==> config.mk <==
export PLATFORM = sky130hd
export DESIGN_NAME = dmem_arbiter
export DESIGN_NICKNAME = d
export VERILOG_FILES = /design/src/rtl/dmem_arbiter.sv
export SDC_FILE = /design/constraint.sdc
export NUM_CORES = 1
export LEC_CHECK = 0
export CAP_MARGIN = 20
export CORE_MARGIN = 2
export CORE_UTILIZATION = 44
export CTS_CLUSTER_SIZE = 28
export DETAILED_ROUTE_END_ITERATION = 16
export GPL_ROUTABILITY_DRIVEN = 0
export PLACE_DENSITY = 0.78
export SYNTH_ARGS = -nofsm -noshare
export SYNTH_HDL_FRONTEND = slang
export SYNTH_SLANG_ARGS = --single-unit
==> constraint.sdc <==
create_clock -name CLK -period 7 [get_ports CLK]
set_input_delay 1.4 -clock CLK [delete_from_list [all_inputs] [get_ports CLK]]
set_output_delay 1.4 -clock CLK [all_outputs]
set_load 0.05 [all_outputs]
==> src/rtl/dmem_arbiter.sv <==
// dmem_arbiter: two-port arbiter/sequencer in front of the single-port data memory.
// Each access runs IDLE -> ACCESS -> DONE. The request is latched in IDLE, dmem is
// driven in ACCESS, and the response is presented for exactly one cycle in DONE.
// Illegal ctrl codes and out-of-range addresses complete with err=1 and never write dmem.
// Ports:
//   CLK, RST                 clock, synchronous active-high reset
//   pX_req/we/addr/wdata/ctrl requester X inputs (X = 0 CPU LSU, X = 1 loader/debug)
//   pX_ack/err/rdata         requester X one-cycle response
//   m_addr/w_data/ctrl/w_en  dmem request, m_outdata combinational dmem read data
//   busy, grant_id           sequencer active / port owning current or last access
module dmem_arbiter #(
    parameter int unsigned ADDR_LIMIT = 4096,
    parameter bit          PRIO_FIXED = 1'b0
) (
    input  logic        CLK,
    input  logic        RST,
    input  logic        p0_req,
    input  logic        p0_we,
    input  logic [31:0] p0_addr,
    input  logic [31:0] p0_wdata,
    input  logic [2:0]  p0_ctrl,
    output logic        p0_ack,
    output logic        p0_err,
    output logic [31:0] p0_rdata,
    input  logic        p1_req,
    input  logic        p1_we,
    input  logic [31:0] p1_addr,
    input  logic [31:0] p1_wdata,
    input  logic [2:0]  p1_ctrl,
    output logic        p1_ack,
    output logic        p1_err,
    output logic [31:0] p1_rdata,
    output logic [31:0] m_addr,
    output logic [31:0] m_w_data,
    output logic [2:0]  m_ctrl,
    output logic        m_w_en,
    input  logic [31:0] m_outdata,
    output logic        busy,
    output logic        grant_id
);

    localparam int unsigned AW = 32;
    localparam int unsigned DW = 32;
    localparam int unsigned CW = 3;
    localparam int unsigned EW = AW + 1;

    typedef enum logic [1:0] {
        IDLE   = 2'd0,
        ACCESS = 2'd1,
        DONE   = 2'd2
    } state_e;

    state_e          state_q, state_d;
    logic            we_q, we_d;
    logic [AW-1:0]   addr_q, addr_d;
    logic [DW-1:0]   wdata_q, wdata_d;
    logic [CW-1:0]   ctrl_q, ctrl_d;
    logic            err_q, err_d;
    logic            grant_q, grant_d;
    logic            ack0_q, ack0_d, err0_q, err0_d;
    logic            ack1_q, ack1_d, err1_q, err1_d;
    logic [DW-1:0]   rdata0_q, rdata0_d, rdata1_q, rdata1_d;
    logic            busy_q, wen_q;

    logic            win_c;
    logic            sel_we_c;
    logic [AW-1:0]   sel_addr_c;
    logic [DW-1:0]   sel_wdata_c;
    logic [CW-1:0]   sel_ctrl_c;
    logic [2:0]      size_c;
    logic [EW-1:0]   last_byte_c;
    logic            bad_c;
    logic [DW-1:0]   resp_data_c;

    // Winner: a lone requester wins; a tie goes to port 0 (fixed) or the port not granted last.
    assign win_c = (p0_req & p1_req) ? (PRIO_FIXED ? 1'b0 : ~grant_q) : p1_req;

    // Winner's request fields and legality check (33-bit end address so it cannot wrap).
    always_comb begin
        sel_we_c    = win_c ? p1_we    : p0_we;
        sel_addr_c  = win_c ? p1_addr  : p0_addr;
        sel_wdata_c = win_c ? p1_wdata : p0_wdata;
        sel_ctrl_c  = win_c ? p1_ctrl  : p0_ctrl;
        size_c      = 3'd0;
        case (sel_ctrl_c)
            3'b000, 3'b100: size_c = 3'd1;
            3'b001, 3'b101: size_c = 3'd2;
            3'b010:         size_c = 3'd4;
            default:        size_c = 3'd0;
        endcase
        last_byte_c = {1'b0, sel_addr_c} + EW'(size_c) - EW'(1);
        bad_c       = (size_c == 3'd0) | (last_byte_c > EW'(ADDR_LIMIT));
    end

    // Loads return dmem data; stores and rejected accesses return zero.
    assign resp_data_c = (we_q | err_q) ? '0 : m_outdata;

    // Next-state and response logic.
    always_comb begin
        state_d  = state_q;
        we_d     = we_q;
        addr_d   = addr_q;
        wdata_d  = wdata_q;
        ctrl_d   = ctrl_q;
        err_d    = err_q;
        grant_d  = grant_q;
        ack0_d   = 1'b0;
        err0_d   = 1'b0;
        rdata0_d = rdata0_q;
        ack1_d   = 1'b0;
        err1_d   = 1'b0;
        rdata1_d = rdata1_q;
        case (state_q)
            IDLE: begin
                if (p0_req | p1_req) begin
                    we_d    = sel_we_c;
                    addr_d  = sel_addr_c;
                    wdata_d = sel_wdata_c;
                    ctrl_d  = sel_ctrl_c;
                    err_d   = bad_c;
                    grant_d = win_c;
                    state_d = ACCESS;
                end
            end
            ACCESS: begin
                if (grant_q) begin
                    ack1_d   = 1'b1;
                    err1_d   = err_q;
                    rdata1_d = resp_data_c;
                end else begin
                    ack0_d   = 1'b1;
                    err0_d   = err_q;
                    rdata0_d = resp_data_c;
                end
                state_d = DONE;
            end
            DONE:    state_d = IDLE;
            default: state_d = IDLE;
        endcase
    end

    // State register; busy and write enable are registered from the next state.
    always_ff @(posedge CLK) begin
        if (RST) begin
            state_q  <= IDLE;
            we_q     <= 1'b0;
            addr_q   <= '0;
            wdata_q  <= '0;
            ctrl_q   <= '0;
            err_q    <= 1'b0;
            grant_q  <= 1'b1;
            ack0_q   <= 1'b0;
            err0_q   <= 1'b0;
            rdata0_q <= '0;
            ack1_q   <= 1'b0;
            err1_q   <= 1'b0;
            rdata1_q <= '0;
            busy_q   <= 1'b0;
            wen_q    <= 1'b0;
        end else begin
            state_q  <= state_d;
            we_q     <= we_d;
            addr_q   <= addr_d;
            wdata_q  <= wdata_d;
            ctrl_q   <= ctrl_d;
            err_q    <= err_d;
            grant_q  <= grant_d;
            ack0_q   <= ack0_d;
            err0_q   <= err0_d;
            rdata0_q <= rdata0_d;
            ack1_q   <= ack1_d;
            err1_q   <= err1_d;
            rdata1_q <= rdata1_d;
            busy_q   <= (state_d != IDLE);
            wen_q    <= (state_d == ACCESS) & we_d & ~err_d;
        end
    end

    assign p0_ack   = ack0_q;
    assign p0_err   = err0_q;
    assign p0_rdata = rdata0_q;
    assign p1_ack   = ack1_q;
    assign p1_err   = err1_q;
    assign p1_rdata = rdata1_q;
    assign m_addr   = addr_q;
    assign m_w_data = wdata_q;
    assign m_ctrl   = ctrl_q;
    assign m_w_en   = wen_q;
    assign busy     = busy_q;
    assign grant_id = grant_q;

endmodule
# Word-level counts from Yosys, hierarchy flattened
# Index checks and enable logic that the tools add are counted.
[totals]
output_inout_bits = 138
ff_bits = 142
[classes]
n_addsub = 2
n_bitwise = 9
magnitude_cmp = 1
n_eq_ne = 6
mux = 15
reduce_logical = 12
[ops]
columns = ["operator", "count"]
rows = [
  ["2-to-1 mux 32 bit", 3],
  ["adder 32 x 3 -> 33 bit", 1],
  ["> comparator 33 x 13 -> 1 bit, second input constant", 1],
  ["subtractor 33 x 1 -> 33 bit, second input constant", 1],
  ["case mux 3 bit (3 select lines)", 1],
  ["2-to-1 mux 1 bit", 8],
  ["equality test 3 bit, second input constant", 2],
  ["zero test 3 bit", 2],
  ["AND reduction 2 bit", 3],
  ["OR reduction 2 bit", 3],
  ["OR reduction 3 bit", 2],
  ["equality test 2 x 1 -> 1 bit, second input constant", 2],
  ["case mux 2 bit (2 select lines)", 1],
  ["bitwise AND 1 bit", 3],
  ["equality test 3 x 1 -> 1 bit, second input constant", 1],
  ["equality test 3 x 2 -> 1 bit, second input constant", 1],
  ["2-to-1 mux 3 bit", 1],
  ["inverter 1 bit", 3],
  ["bitwise OR 1 bit", 3],
  ["zero test 2 bit", 1],
  ["2-to-1 mux 2 bit", 1],
  ["nonzero test 2 bit", 1],
]

# Logic depth before layout (Yosys ltp)
[depth]
word_depth = 14
depth_mapped = 18

# Worst setup path after synthesis
# Ideal clock, no wire load.
[synth_path]
kind = "in2reg"
from = "in p1_req"
to = "reg wen_q (netlist: m_w_en)"
cell_stages = 17
t_required_ns = 6.913
path_buffers = 2
path_slack_ns = 1.123
arrival_time_ns = 5.790
path_cell_list = "a21boi_1 > clkbuf_1 > clkbuf_1 > mux2i_1 > ha_1 > inv_1 > ha_1 > fa_1 > a21o_1 > a221o_2 > a21oi_4 > xnor2_1 > or4_1 > nor4_1 > o2111a_2 > nand4_2 > nor4b_2"
[synth_via]
elab_chain_len = 14
elab_cells_between_ends = 29
cone_classes = "add/sub: 2; order compare: 1; eq/ne: 5; mux: 11; bitwise: 6; reduce/logical: 4"
[synth_lines]
columns = ["element", "line_no", "source"]
rows = [
  ["start, declared", "25", "input logic p1_req,"],
  ["bitwise AND 1 bit", "76", "assign win_c = (p0_req & p1_req) ? (PRIO_FIXED ? 1'b0 : ~grant_q) : p1_req;"],
  ["2-to-1 mux 1 bit", "76", ""],
  ["2-to-1 mux 3 bit", "83", "sel_ctrl_c = win_c ? p1_ctrl : p0_ctrl;"],
  ["equality test 3 x 1 -> 1 bit (tied with other cells)", "85", "case (sel_ctrl_c)"],
  ["OR reduction 2 bit", "85", ""],
  ["case mux 3 bit (3 select lines)", "85", ""],
  ["adder 32 x 3 -> 33 bit", "91", "last_byte_c = {1'b0, sel_addr_c} + EW'(size_c) - EW'(1);"],
  ["subtractor 33 x 1 -> 33 bit", "91", ""],
  ["> comparator 33 x 13 -> 1 bit", "92", "bad_c = (size_c == 3'd0) | (last_byte_c > EW'(ADDR_LIMIT));"],
  ["bitwise OR 1 bit", "92", ""],
  ["2-to-1 mux 1 bit", "115", "if (p0_req | p1_req) begin"],
  ["2-to-1 mux 1 bit", "113", "case (state_q)"],
  ["inverter 1 bit", "175", "wen_q <= (state_d == ACCESS) & we_d & ~err_d;"],
  ["bitwise AND 1 bit *", "175", ""],
  ["end signal, assigned", "175", ""],
  ["end, declared", "63", "logic busy_q, wen_q;"],
]
# Every way passes the cells marked *; elsewhere a longest branch is shown, timed or not.
# A chain may end at the register's enable or synchronous reset.

# Final worst setup path
[layout_path]
from = "in p1_req"
to = "reg wen_q (netlist: m_w_en)"
[layout_via]
elab_cells_between_ends = 29
cone_classes = "add/sub: 2; order compare: 1; eq/ne: 5; mux: 11; bitwise: 6; reduce/logical: 4"
[layout_lines]
columns = ["element", "line_no", "source"]
rows = [
  ["bitwise AND 1 bit", "76", ""],
  ["2-to-1 mux 1 bit *", "76", ""],
  ["2-to-1 mux 32 bit *", "81", "sel_addr_c = win_c ? p1_addr : p0_addr;"],
  ["named net sel_addr_c[14]", "67", "logic [AW-1:0] sel_addr_c;"],
  ["adder 32 x 3 -> 33 bit *", "91", ""],
  ["subtractor 33 x 1 -> 33 bit *", "91", ""],
  ["> comparator 33 x 13 -> 1 bit *", "92", ""],
  ["bitwise OR 1 bit *", "92", ""],
  ["2-to-1 mux 1 bit *", "115", ""],
  ["2-to-1 mux 1 bit *", "113", ""],
  ["inverter 1 bit *", "175", ""],
  ["bitwise AND 1 bit *", "175", ""],
]
# The timed path passes the listed nets; every way through them passes the cells marked *.

==> summary.md <==
| Metric | Value |
|---|---|
| Outcome | `complete, no violations` |
| Final Hold Fails | `0` |
| Mapped Area | `roughly 7800 µm²` |
| Grt total ovfl | `0` |
| GRT Overall Usage | `25.7%` |
| Top cell type by total area after synthesis | `dfxtp_1` |
| Worst path depth | `14` |
| EDFF count, synth | `0` |
| Setup crit end kind | `flip-flop` |
| Die Y | `137 µm` |
| Fin worst setup slack | `0.918 ns` |
| Max_cap viols | `0` |
| Ys flop type | `dfxtp_1` |
| Worst hold path class | `flip-flop to flip-flop` |
| Clock-pin slew on the worst setup and hold paths | `~0.060 ns` |
| Total power | `approximately 2.9 mW` |
| Worst-path fanout max | `25` |
| Clock root buffer | `clkbuf_16` |
| Wire per inst | `16.9 µm` |
| Full die area | `around 19000 µm²` |
| # Post-CTS Setup Buffers | `0` |
| Worst reg-to-reg path cell count | `13` |
| Total Negative Setup Slacks | `0 ns` |
| Leading cell type by number of instances after synthesis | `dfxtp_1` |
| Clock tree buffer depth | `2` |
| Core area | `17300 µm²` |
| Worst Path Buf+Inv | `3` |
| Initial antenna violation count | `0` |
| Worst path max stage delay | `slightly above 0.8 ns` |
| Clock share of power | `33.3%` |
| Mapped Cells | `969` |
| Fmax | `between 150 and 200 MHz` |
| Clock sinks | `about 140` |
| Placement-stage cell area | `11000 µm²` |
| Critical Path Slowest Stage Cell | `a21boi_4` |
| Iter 0 DRT Violations | `506` |
| Final WL | `24900 µm` |
| Required time of the critical path | `7.33 ns` |
| Cell count of the worst hold path | `2` |
| # rows | `48` |
| Clk_lat worst skew | `around 0.42 ns` |
| Antenna-violating nets left | `0` |
| Final core occ | `approximately two thirds` |
| Pre-Repair DR Iteration Count | `5` |
| Worst R2R Start | `grant_id$_SDFFE_PP1P_` |
| Hold path start | `p0_rdata[17]$_SDFFE_PP0P_` |
| CTS buffer count | `17` |
| Peak supply drop | `about 0.00017 V` |
| Area Growth Syn to Fin | `49.3%` |
| Switching part of the total | `between 30% and 40%` |
| Max Clock Skew | `0.0117 ns` |
| Cell area after layout | `~12000 µm²` |
| Dpl ws | `between 0.5 and 0.6 ns` |
| Layout cells sized above 1 | `roughly 4.5%` |
| DRC violations left | `0` |
| Sw Pwr | `1.07 mW` |
| Max transition margin | `between 20% and 30%` |
| IO Count | `310` |
| Crit-path cells | `clkdlybuf4s50_1 > a21boi_4 > buf_12 > mux2i_1 > inv_1 > ha_1 > nand4_1 > or4_1 > o221ai_1 > a2111oi_0 > a41o_1 > nor4_1 > nand4_2 > nor4b_2` |
| Cell family with most CP delay | `simple AND/OR/NAND/NOR gates` |
| Leakage | `between 4 and 5 nW` |
| DP HPWL | `18300 µm` |
| Final worst path period share | `between 80% and 90%` |
| Synth Warn # | `0` |
| RSZ-0062 raised after global routing | `false` |
| # port buffers | `309` |
| Comb power frac | `a little over a third` |
| # resized after CTS | `0` |
| Internal cell power | `between 1.5 and 2 mW` |
| Final net count | `between 1000 and 1500` |
| Post-synth top cells | `dfxtp_1, a21oi_1, nor2_1, nand2_1, nand3_1` |
| Vias/cell | `around 5.4` |
| Finish-stage setup viols | `0` |
| Post-synth net total | `between 1000 and 1500` |
| Vias in the first global route | `roughly 7500` |
| Synthesized area per cell | `roughly 8.0 µm²` |
| Crit path time final | `6.08 ns` |
| Worst-Margin Slew | `1.06 ns` |
| Async S/R FF share, synth | `0%` |
| CTS tree | `built` |
| Die Wd | `~140 µm` |
| Crit path from | `p1_req` |
| Cell Pwr Density | `between 200 and 250 nW/µm²` |
| CP Data Arrival Time | `~6.4 ns` |
| Synth unique cells | `63` |
| Startpoint types | `input pin` |
| Synth top area share | `36.6%` |
| First-pass GRT wire length | `about 38000 µm` |
| Reg power frac | `31.3%` |
| Vias | `between 7000 and 8000` |
| CTS HTree Levels | `4` |
| # diodes | `0` |
| Register area share after synthesis | `a little over a third` |
| Initial core utilization | `44.9%` |
| Largest net degree at the start of global routing | `between 90 and 100` |
| Critical Setup Path Class | `input pin to flip-flop` |
| Number of synthesized register bits | `142` |
| Top cells by area, synth | `dfxtp_1, mux2i_1, a211oi_1` |
| CTS hold repair buffers | `0` |
| Pins Over Slew Limit | `0` |
tightest hold or removal path, delay by kind of cell, from the launching register on:
family / cells / cell delay (ns)
DFF: 1 / 0.31
AOI/OAI and AO/OA: 1 / 0.05
and+or+nand+nor: 1 / 0.05
layout make-up:
class	instances	area (µm²)
Tap cell	225	282
Fill cell	1469	5710
Clock inverter	15	195
Sequential cell	142	2840
Timing Repair Buffer	319	3180
Inverter	44	165
Clock buffer	17	425
Multi-Input combinational cell	709	4500
registers in the layout, indices dropped and copies added (netlist names):
signal    flops
busy          1
we_q          1
p1_ack        1
p0_err        1
p0_ack        1
m_ctrl        3
p1_rdata     32
m_w_data     32
state_q       2
m_w_en        1
err_q         1
p0_rdata     32
m_addr       32
grant_id      1
p1_err        1
through the flow:
step	std cells	hold WS (ns)
finish	1471	0.454
CTS	1471	0.456
global route	1471	0.472
detailed placement	1439	0.446
floorplan	969	0.462
global placement	1439	0.441
power groups by stage:
stage	sequential (mW)	combinational, mW	clock, mW
CTS	0.903	1.02	0.976
detailed placement	0.921	1.01	0
floorplan	1.12	0.469	0
global route	0.910	1.10	1.01
global placement	0.918	1.01	0
finish	0.903	1.02	0.959
per-layer routing:
metal	vias to the layer above	share of wire [%]	GRT usage [%]
met5	-	0	0
met4	0	1.7	7.33
met3	30	7.2	6.56
met2	287	49	44.5
met1	3665	42	31.5
li1	4015	-	-
final timing paths:
kind | endpoint | slack (ns)
setup reg to reg | m_w_en$_SDFF_PP0_ | 2.01
setup / recovery | m_w_en$_SDFF_PP0_ | 0.92
hold reg to reg | p0_rdata[17]$_SDFFE_PP0P_ | 0.45
hold / removal | p0_rdata[17]$_SDFFE_PP0P_ | 0.45
kinds of logic (layout without fill, tap and decap cells):
kind of cell	after synthesis	after routing	share of synthesized area, %
and+or+nand+nor	322	322	18.9
xor gates and xnor gates	16	16	1.81
muxes	71	71	9.16
buffers and inverters	118	395	5.80
DFF	142	142	36.6
AOI/OAI and AO/OA	265	265	22.0
adders and majority gates	35	35	5.74
cells in the final DEF (no fill, tap or decap), types with 31 or more instances in the layout:
cell             count
a21oi_1            102
ha_1                34
mux2i_1             71
inv_1               44
nand3_1             73
o21ai_0             31
dfxtp_1            142
a211oi_1            72
nand2_1             93
clkdlybuf4s50_1    308
nor2_1              99
Note: power is estimated with default switching activity, not from simulation.
